`config.mk`:
```
export PLATFORM = sky130hd
export DESIGN_NAME = proc_cfg_sequencer
export DESIGN_NICKNAME = d
export VERILOG_FILES = /design/src/rtl/proc_pkg.sv /design/src/rtl/proc_cfg_sequencer.sv
export SDC_FILE = /design/constraint.sdc
export NUM_CORES = 1
export LEC_CHECK = 0
export ABC_CLOCK_PERIOD_IN_PS = 2200
export BUFFER_PORTS_ARGS = -buffer_cell sky130_fd_sc_hd__buf_2
export CORE_MARGIN = 3
export CORE_UTILIZATION = 30
export DETAILED_ROUTE_END_ITERATION = 6
export HOLD_SLACK_MARGIN = 0.02
export PLACE_DENSITY = 0.59
export SYNTH_ARGS = -nofsm -noshare
export SYNTH_HDL_FRONTEND = slang
export SYNTH_SLANG_ARGS = --single-unit
```
`constraint.sdc`:
```
create_clock -name clk -period 2.2 [get_ports clk]
set_input_delay 0.44 -clock clk [delete_from_list [all_inputs] [get_ports clk]]
set_output_delay 0.44 -clock clk [all_outputs]
set_load 0.01 [all_outputs]
```
`src/rtl/proc_pkg.sv`:
```
// Shared definitions for the data_proc configuration path.
package proc_pkg;

    localparam logic [1:0] MODE_PASS = 2'b00;
    localparam logic [1:0] MODE_INV  = 2'b01;
    localparam logic [1:0] MODE_CONV = 2'b10;
    localparam logic [1:0] MODE_RSVD = 2'b11;

    localparam int KERNEL_W = 72;

    typedef enum logic [1:0] {
        ST_RUN   = 2'd0,
        ST_DRAIN = 2'd1,
        ST_LOAD  = 2'd2
    } seq_state_t;

endpackage

```
`src/rtl/proc_cfg_sequencer.sv`:
```
// Holds host config requests and applies them to data_proc at frame
// boundaries once the producer is stalled and the processor output is quiet.
module proc_cfg_sequencer
    import proc_pkg::*;
#(
    parameter int FRAME_PIX = 4096,
    parameter int QUIET_CYC = 16,
    parameter int CNT_W     = $clog2(FRAME_PIX)
) (
    input  logic                clk,
    input  logic                resetn,
    input  logic                cfg_valid,
    output logic                cfg_ready,
    input  logic [1:0]          cfg_mode,
    input  logic [KERNEL_W-1:0] cfg_kernel,
    input  logic                src_valid,
    output logic                src_ready,
    output logic                proc_valid,
    input  logic                proc_ready,
    input  logic                out_valid,
    input  logic                out_ready,
    output logic [1:0]          mode,
    output logic [KERNEL_W-1:0] kernel,
    output logic                flush,
    output logic                frame_done,
    output logic [15:0]         frame_cnt,
    output logic                busy
);

    localparam int QW = $clog2(QUIET_CYC) + 1;
    localparam logic [CNT_W-1:0] LAST_PIX   = CNT_W'(FRAME_PIX - 1);
    localparam logic [QW-1:0]    QUIET_LAST = QW'(QUIET_CYC - 1);

    seq_state_t state;
    seq_state_t state_nx;

    logic                pend;
    logic [1:0]          sh_mode;
    logic [KERNEL_W-1:0] sh_kernel;
    logic [CNT_W-1:0]    pix_cnt;
    logic [QW-1:0]       quiet;

    logic gate;
    logic fire;
    logic last_fire;
    logic accept;
    logic load_exit;
    logic out_busy;

    assign fire      = src_valid & src_ready;
    assign last_fire = fire && (pix_cnt == LAST_PIX);
    assign accept    = cfg_valid & cfg_ready;
    assign load_exit = (state == ST_LOAD);
    // A stalled output is still holding data, so it never counts as quiet.
    assign out_busy  = out_valid | (out_valid & ~out_ready);

    always_ff @(posedge clk) begin
        if (!resetn) begin
            state <= ST_RUN;
        end else begin
            state <= state_nx;
        end
    end

    always_comb begin
        state_nx = state;
        case (state)
            ST_RUN: begin
                if ((pend || accept) &&
                    ((pix_cnt == '0 && !fire) || last_fire)) begin
                    state_nx = ST_DRAIN;
                end
            end
            ST_DRAIN: begin
                if (!out_busy && quiet == QUIET_LAST) begin
                    state_nx = ST_LOAD;
                end
            end
            ST_LOAD:  state_nx = ST_RUN;
            default:  state_nx = ST_RUN;
        endcase
    end

    always_comb begin
        gate       = (state == ST_RUN) && !flush;
        src_ready  = proc_ready & gate;
        proc_valid = src_valid & gate;
        cfg_ready  = !pend;
        busy       = (state != ST_RUN) || flush;
    end

    always_ff @(posedge clk) begin
        if (!resetn) begin
            pend       <= 1'b0;
            sh_mode    <= MODE_PASS;
            sh_kernel  <= '0;
            mode       <= MODE_PASS;
            kernel     <= '0;
            flush      <= 1'b0;
            pix_cnt    <= '0;
            quiet      <= '0;
            frame_done <= 1'b0;
            frame_cnt  <= '0;
        end else begin
            flush      <= load_exit;
            frame_done <= last_fire;
            if (last_fire) begin
                frame_cnt <= frame_cnt + 16'd1;
            end
            if (load_exit) begin
                mode    <= sh_mode;
                kernel  <= sh_kernel;
                pend    <= 1'b0;
                quiet   <= '0;
                pix_cnt <= '0;
            end else begin
                if (accept) begin
                    pend      <= 1'b1;
                    sh_mode   <= cfg_mode;
                    sh_kernel <= cfg_kernel;
                end
                if (fire) begin
                    pix_cnt <= last_fire ? '0 : pix_cnt + 1'b1;
                end
                if (state == ST_DRAIN) begin
                    quiet <= out_busy ? '0 : quiet + 1'b1;
                end else begin
                    quiet <= '0;
                end
            end
        end
    end

endmodule
```
==> flow_summary_export.csv, run 1 <==
group,metric,value,unit
status,outcome,"complete, no violations",
sta,max_slew_margin,55.7,%
power,ir_drop,0.434,mV
yosys,synthCells,705,
global_routing,grt_first_pass_wirelength,27.7,mm
cts,cts_made_buffers,17,
routing,routed_wl,17.3,mm
routing,vias_per_cell,4.81,
sta,fmax,0.494,GHz
worst_setup_path,critPathMaxFanout,25,
sta,fin_setup_tns,0,ns
finish,antenna_cells,0,
power,p_per_area,842,nW/µm²
finish,register_area,3730,µm²
worst_setup_path,crit_chain,"ha_1, nand2_1, or4_1, buf_4, or4_1, a21oi_1",
yosys,avgSynthCellArea,9.30,µm²
yosys,synthFlopType,"dfxtp_1",
cts,htree_levels,4,
floorplan,die_w,154,µm
power,power_leakage,3.58,nW
finish,syn_to_final_growth,29.0,%
worst_setup_path,cp.arrival,2.38,ns
sta,hold_viol,0,
routing,vias,5564,
routing,wl_per_cell,15.0,µm
sta,drv_slew,0,
global_routing,overflow,0,
floorplan,core,21200,µm²
placement,place_hpwl,11.5,mm
yosys,syn_nets,791,
cts,clk_latency,0.43,ns
worst_setup_path,start_kind,"flip-flop",
floorplan,start_util,30.9,%
floorplan,dieArea,23700,µm²
routing,ant_nets,0,
placement,gp_congestion,0.797,
worst_setup_path,worstPathRequired,2.56,ns
cts,postCtsResizedCells,0,
cts,ctsHoldBuffers,0,
cts,cts_num_sinks,186,
yosys,yosysSeqAreaShare,56.8,%
sta,rsz0062_at_grt,"no",
global_routing,grtUsageTotal,14.5,%
finish,nNetsFinal,954,
routing,remaining_drc_errors,0,
global_routing,antenna_found_initial,0,
finish,n_fill_cell,2138,
worst_setup_path,critPathTopFamily,"simple AND/OR/NAND/NOR gates",
finish,drive_above_1_share,27.0,%
yosys,syn_area,6550,µm²
placement,io_buffers,175,
worst_setup_path,crit_top_cell,"or4_1",
worst_setup_path,worstPathBufferInverterCount,1,
floorplan,io_pins,177,
cts,clkTransAtPathRegs,0.08,ns
cts,clockRootBuffer,"clkbuf_16",
power,p_total,0.00711,W
cts,clk_path_buf_depth,2,
global_routing,grt_start_max_net_pins,63,
worst_setup_path,cpMaxStageDelayCell,"or4_1",
worst_setup_path,slowest_delay,0.48,ns
yosys,synth_cell_types,38,
cts,post_cts_buffers,0,
yosys,synth_edf_count,0,
yosys,synthArstFlopShare,0,%
sta,finalSetupViolCount,0,
finish,multi_input_area,2630,µm²
sta,worst_pin_slew,0.664,ns
sta,clock_skew,0.00959,ns
floorplan,fp.dieH,154,µm
worst_setup_path,endpoint_kind,"flip-flop",
min_path,hp-class,"in -> reg",
routing,dr.pass1.iters,4,
routing,first_iter_violations,291,
global_routing,grt_pass1_vias,5195,
run,drv_cap,0,
yosys,synth-seq-cells,186,
cts,cts_tree,"built",
floorplan,num_rows,53,
yosys,ys_warn_count,0,
sta,finalCritPeriodShare,92.0,%
worst_setup_path,path_class,"reg -> reg",
sta,finalCriticalPeriod,2.02,ns
[metrics by stage]
step	utilization (%)	setup slack, ns	cells	hold slack [ns]	instance area [µm²]
after global routing	39.8	0.0397	1156	0.176	8450
after CTS	39.8	0.160	1156	0.165	8450
after floorplan	-	0.253	705	0.418	6550
after global placement	36.8	0.193	1124	0.435	7810
final	39.8	0.176	1156	0.183	8450
after detailed placement	36.8	0.182	1124	0.443	7810
[cells in the mapped netlist, types with 2 or more instances]
library cell	number	area, µm²
o31ai_1	5	37.5
ha_1	5	62.6
inv_1	8	30.0
nand4_1	7	43.8
buf_2	2	10.0
nor3_1	2	10.0
o41ai_1	6	52.6
or3_1	9	56.3
nand3_1	13	65.1
xor2_1	4	35.0
mux2i_1	2	20.0
or4_1	8	60.1
and3_1	3	18.8
nor2_1	18	67.6
and2_1	6	37.5
nand2_1	165	619
a21oi_1	88	440
dfxtp_1	186	3720
nand2b_1	9	56.3
clkbuf_1	35	131
and4_1	2	17.5
xnor2_1	5	43.8
buf_1	12	45.0
nor4_1	7	43.8
o311ai_0	6	52.6
a22o_1	74	648
o21ai_0	7	35.0
[registers in the layout (all words and copies together) (netlist names)]
signal and cells:
pix_cnt 12, sh_mode 2, frame_done 1, quiet 5, flush 1, kernel 72, sh_kernel 72, pend 1
state 2, frame_cnt 16, mode 2
[report_power, final]
part           internal (W)  switching, W
clock network       0.00158       0.00161
registers           0.00345     0.0000443
logic              0.000167      0.000259
[per-layer routing]
layer | GRT usage (%) | wire, µm
met1 | 19.0 | 8040
met3 | 2.81 | 862
met2 | 23.7 | 8050
met5 | 0 | 0
met4 | 5.38 | 339
[cell type report]
type / instances / area share (%)
Sequential cell: 186 / 44.1
Multi-Input combinational cell: 460 / 31.1
Timing Repair Buffer: 194 / 12.8
Clock buffer: 17 / 5.03
Tap cell: 275 / 4.07
Clock inverter: 15 / 2.55
Inverter: 9 / 0.400
[path summary, 6_finish.rpt]
| check | startpoint | endpoint | slack [ns] | cells past startpoint |
|---|---|---|---|---|
| setup / recovery | pix_cnt[0] | frame_cnt[4] | 0.18 | 6 |
| hold / removal | out_valid | state[1] | 0.18 | 2 |
| setup reg to reg | pix_cnt[0] | frame_cnt[4] | 0.18 | 6 |
| hold reg to reg | sh_kernel[53] | sh_kernel[53] | 0.45 | 2 |
[logic make-up (layout without fill, tap and decap cells)]
group / count (synthesis) / count (layout) / share of synthesized area [%]
XOR/XNOR: 9 / 9 / 1.20
flip-flops: 186 / 186 / 56.8
AO/OA/AOI/OAI: 189 / 189 / 19.6
AND/OR/NAND/NOR: 255 / 255 / 17.7
adder cells (fa/ha/maj): 5 / 5 / 0.955
multiplexers: 2 / 2 / 0.305
buffers and inverters: 59 / 235 / 3.44
[worst reg2reg max path, cell delays in order, from the launching register on]
cell and delay (ns):
dfxtp_1 0.39, ha_1 0.21, nand2_1 0.09, or4_1 0.41
buf_4 0.22, or4_1 0.49, a21oi_1 0.15
[cell usage in the layout (no fill, tap or decap), types with 5 or more instances in the layout]
master	netlist	layout
nand2b_1	9	9
clkinv_8	0	8
dfxtp_1	186	183
nand3_1	13	12
and2_1	6	5
nand2_1	165	165
buf_2	2	175
clkbuf_16	0	17
nor4_1	7	7
nor2_1	18	17
inv_1	8	7
or4_1	8	8
o21ai_0	7	7
a22o_1	74	74
o311ai_0	6	6
xnor2_1	5	5
o41ai_1	6	6
or3_1	9	9
buf_4	0	14
a21oi_1	88	88
o31ai_1	5	5
buf_12	0	5
nand4_1	7	7
ha_1	5	5
No activity file was read; power rests on OpenSTA's default activity.
==> run 2, diff against run 1 <==
- ABC_AREA: not set -> 1
- CTS_BUF_LIST: not set -> sky130_fd_sc_hd__clkbuf_4 sky130_fd_sc_hd__clkbuf_8 sky130_fd_sc_hd__clkbuf_16
- PLACE_DENSITY: 0.59 -> 0.58
==> run 2 against run 1 <==
Utilization decreased by 1.5 points. Global-route usage fell by 0.29 points. Highest routed layer is now met5. Largest power group unchanged. Critical endpoint is now proc_valid. Maximum frequency is 17% higher. Critical path type is now reg -> out.
==> flow_summary_export.csv, run 2 <==
group,metric,value,unit
yosys,synth_adder_area_share,0.895,%
worst_setup_path,rr_worst_depth,8,
global_routing,grt_start_max_net_pins,98,
cts,htree_levels,4,
yosys,syn_area,6990,µm²
routing,dr.pass1.iters,5,
placement,dp_slack,0.497,ns
min_path,hp-class,"in -> reg",
yosys,synth_xor_area_share,0.878,%
worst_setup_path,start_kind,"flip-flop",
yosys,synth.area.top_cells,"dfxtp_1, o21ai_0, nand2_1",
finish,final_cell_mix,"dfxtp_1, buf_2, nand2_1",
worst_setup_path,reg2reg_to,"frame_cnt[9]",
sta,fin_setup_tns,0,ns
power,p_total,0.00699,W
cts,postCtsResizedCells,0,
placement,io_buffers,175,
placement,placed_cells,1308,
finish,antenna_cells,0,
placement,place_hpwl,11.7,mm
floorplan,dieArea,25200,µm²
yosys,synth-seq-cells,186,
sta,finalCritPeriodShare,78.4,%
yosys,synthCells,853,
finish,largest_registers,"kernel x72, sh_kernel x72, frame_cnt x16",
cts,clk_latency,0.42,ns
routing,ant_nets,0,
yosys,yosysSeqAreaShare,53.3,%
finish,drive_above_1_share,25.5,%
global_routing,antenna_found_initial,3,
cts,cts_num_sinks,186,
finish,final_cells,1340,
cts,ctsHoldBuffers,0,
worst_setup_path,r2r_slack,0.48,ns
cts,clk_path_buf_depth,2,
finish,fin_area,8740,µm²
sta,drv_slew,0,
sta,hold_viol,0,
routing,vias_per_cell,4.40,
worst_setup_path,cp.arrival,1.29,ns
yosys,synth_top_family_by_area,"compound AO/OA/AOI/OAI gates",
worst_setup_path,worstPathBufferInverterCount,2,
power,p_per_area,799,nW/µm²
worst_setup_path,critPathTopFamily,"flip-flops",
cts,clkTransAtPathRegs,0.08,ns
status,outcome,"complete, no violations",
routing,vias,5892,
sta,clock_skew,0.0138,ns
global_routing,grt_first_pass_wirelength,28.5,mm
finish,syn_to_final_growth,25.1,%
finish,nNetsFinal,1100,
floorplan,start_util,30.7,%
yosys,ys_warn_count,0,
cts,post_cts_buffers,0,
worst_setup_path,endpoint_kind,"primary output",
min_path,hold_depth,2,
run,drv_cap,0,
floorplan,fp.dieH,159,µm
floorplan,io_pins,177,
sta,finalCriticalPeriod,1.73,ns
yosys,avgSynthCellArea,8.19,µm²
routing,remaining_drc_errors,0,
power,sequentialPowerShare,50.3,%
power,power_leakage,3.73,nW
worst_setup_path,cpMaxStageDelayCell,"dfxtp_1",
sta,worst_pin_slew,0.747,ns
placement,post_dp_cell_area,8140,µm²
power,ir_drop,0.483,mV
power,p_comb_share,6.0,%
yosys,synthArstFlopShare,0,%
yosys,synth_compound_area_share,19.3,%
min_path,min_to,"state[1]",
worst_setup_path,critPathMaxFanout,4,
yosys,synth.area.mux_share,0,%
sta,rsz0062_at_grt,"no",
min_path,hold_path.startpoint,"out_valid",
floorplan,core,22800,µm²
worst_setup_path,r2r_start,"pix_cnt[1]",
yosys,synth_common_cells,"dfxtp_1, nand2_1, o21ai_0, inv_1, nor2_1",
routing,wl_per_cell,13.1,µm
sta,fmax,0.579,GHz
yosys,synthFlopType,"dfxtp_1",
sta,finalSetupViolCount,0,
floorplan,num_rows,55,
power,p_clk_share,43.7,%
power,switchingPower,0.00182,W
yosys,synth_cell_types,35,
floorplan,die_w,159,µm
yosys,synth.largest_area_cell,"dfxtp_1",
routing,routed_wl,17.5,mm
worst_setup_path,crit_chain,"nor2_4, nand3_4, inv_1, buf_2",
worst_setup_path,slowest_delay,0.37,ns
yosys,syn_nets,939,
global_routing,grt_pass1_vias,5543,
finish,n_fill_cell,2362,
sta,setup_slack,0.474,ns
routing,first_iter_violations,207,
worst_setup_path,path_class,"reg -> out",
yosys,synth_top_cell_area_share,53.3,%
cts,cts_made_buffers,17,
yosys,synth_edf_count,0,
finish,final_common_cell,"dfxtp_1",
placement,gp_congestion,0.811,
yosys,synth-simple-area-share,17.2,%
global_routing,grtUsageTotal,14.2,%
cts,clockRootBuffer,"clkbuf_16",
worst_setup_path,worstPathRequired,1.76,ns
power,switching_share,26.0,%
global_routing,overflow,0,
power,p_int,0.00517,W
sta,max_slew_margin,50.2,%
yosys,yosysMostFrequentCell,"dfxtp_1",
cts,cts_tree,"built",
run 2: cell types whose count changed in the layout (fill, tap and decap cells not counted), sizes merged, moves of 7 or more:
cell and delta:
buf -11, o21ai +135, or3 -9, nand2b -9, nor4 -7, nor2 +70, a22o -59, inv +93
or4 -9, nand2 -20
run 2: metal layers:
metal,wire length (µm),GRT usage [%],vias up
li1,-,-,3091
met5,34,0,-
met3,1150,5.25,17
met2,7960,22.1,128
met4,198,3.69,6
met1,8200,18.6,2650
run 2: cell families after synthesis:
| logic type | after synthesis |
|---|---|
| XOR/XNOR | 7 |
| AO/OA/AOI/OAI | 242 |
| adder cells (fa/ha/maj) | 5 |
| buffers and inverters | 143 |
| flip-flops | 186 |
| AND/OR/NAND/NOR | 270 |
run 2: layout make-up:
cell class,instances,area (µm²),area share [%]
clock buffer,17,425,4.87
clock inverter,15,175,2.00
inverter,102,384,4.39
multi-input combinational,524,2680,30.7
sequential,186,3720,42.6
tap,313,392,4.48
timing repair buffer,183,961,11.0
run 2: how the worst max path moves through the flow:
stage / end / slack, ns / from / cells after the start
CTS: proc_valid / 0.44 / state[0] / 4
global route: frame_cnt[9] / 0.26 / pix_cnt[1] / 8
detailed placement: frame_cnt[9] / 0.50 / pix_cnt[1] / 8
floorplan: frame_cnt[10] / 0.79 / pix_cnt[1] / 8
finish: proc_valid / 0.47 / state[0] / 4
global placement: frame_cnt[15] / 0.50 / pix_cnt[1] / 8
run 2: power by group through the flow:
stage	logic, W	registers [W]	clock network, W
finish	0.000420	0.00351	0.00305
global route	0.000488	0.00353	0.00334
CTS	0.000429	0.00351	0.00318
detailed placement	0.000428	0.00359	0
global placement	0.000423	0.00359	0
floorplan	0.000278	0.00359	0
run 2: stage by stage:
stage          utilization (%)  hold WS, ns
5_1_grt                   38.4        0.174
2_1_floorplan                -        0.418
3_3_place_gp              35.7        0.433
4_1_cts                   38.4        0.175
6_report                  38.4        0.200
3_5_place_dp              35.7        0.440
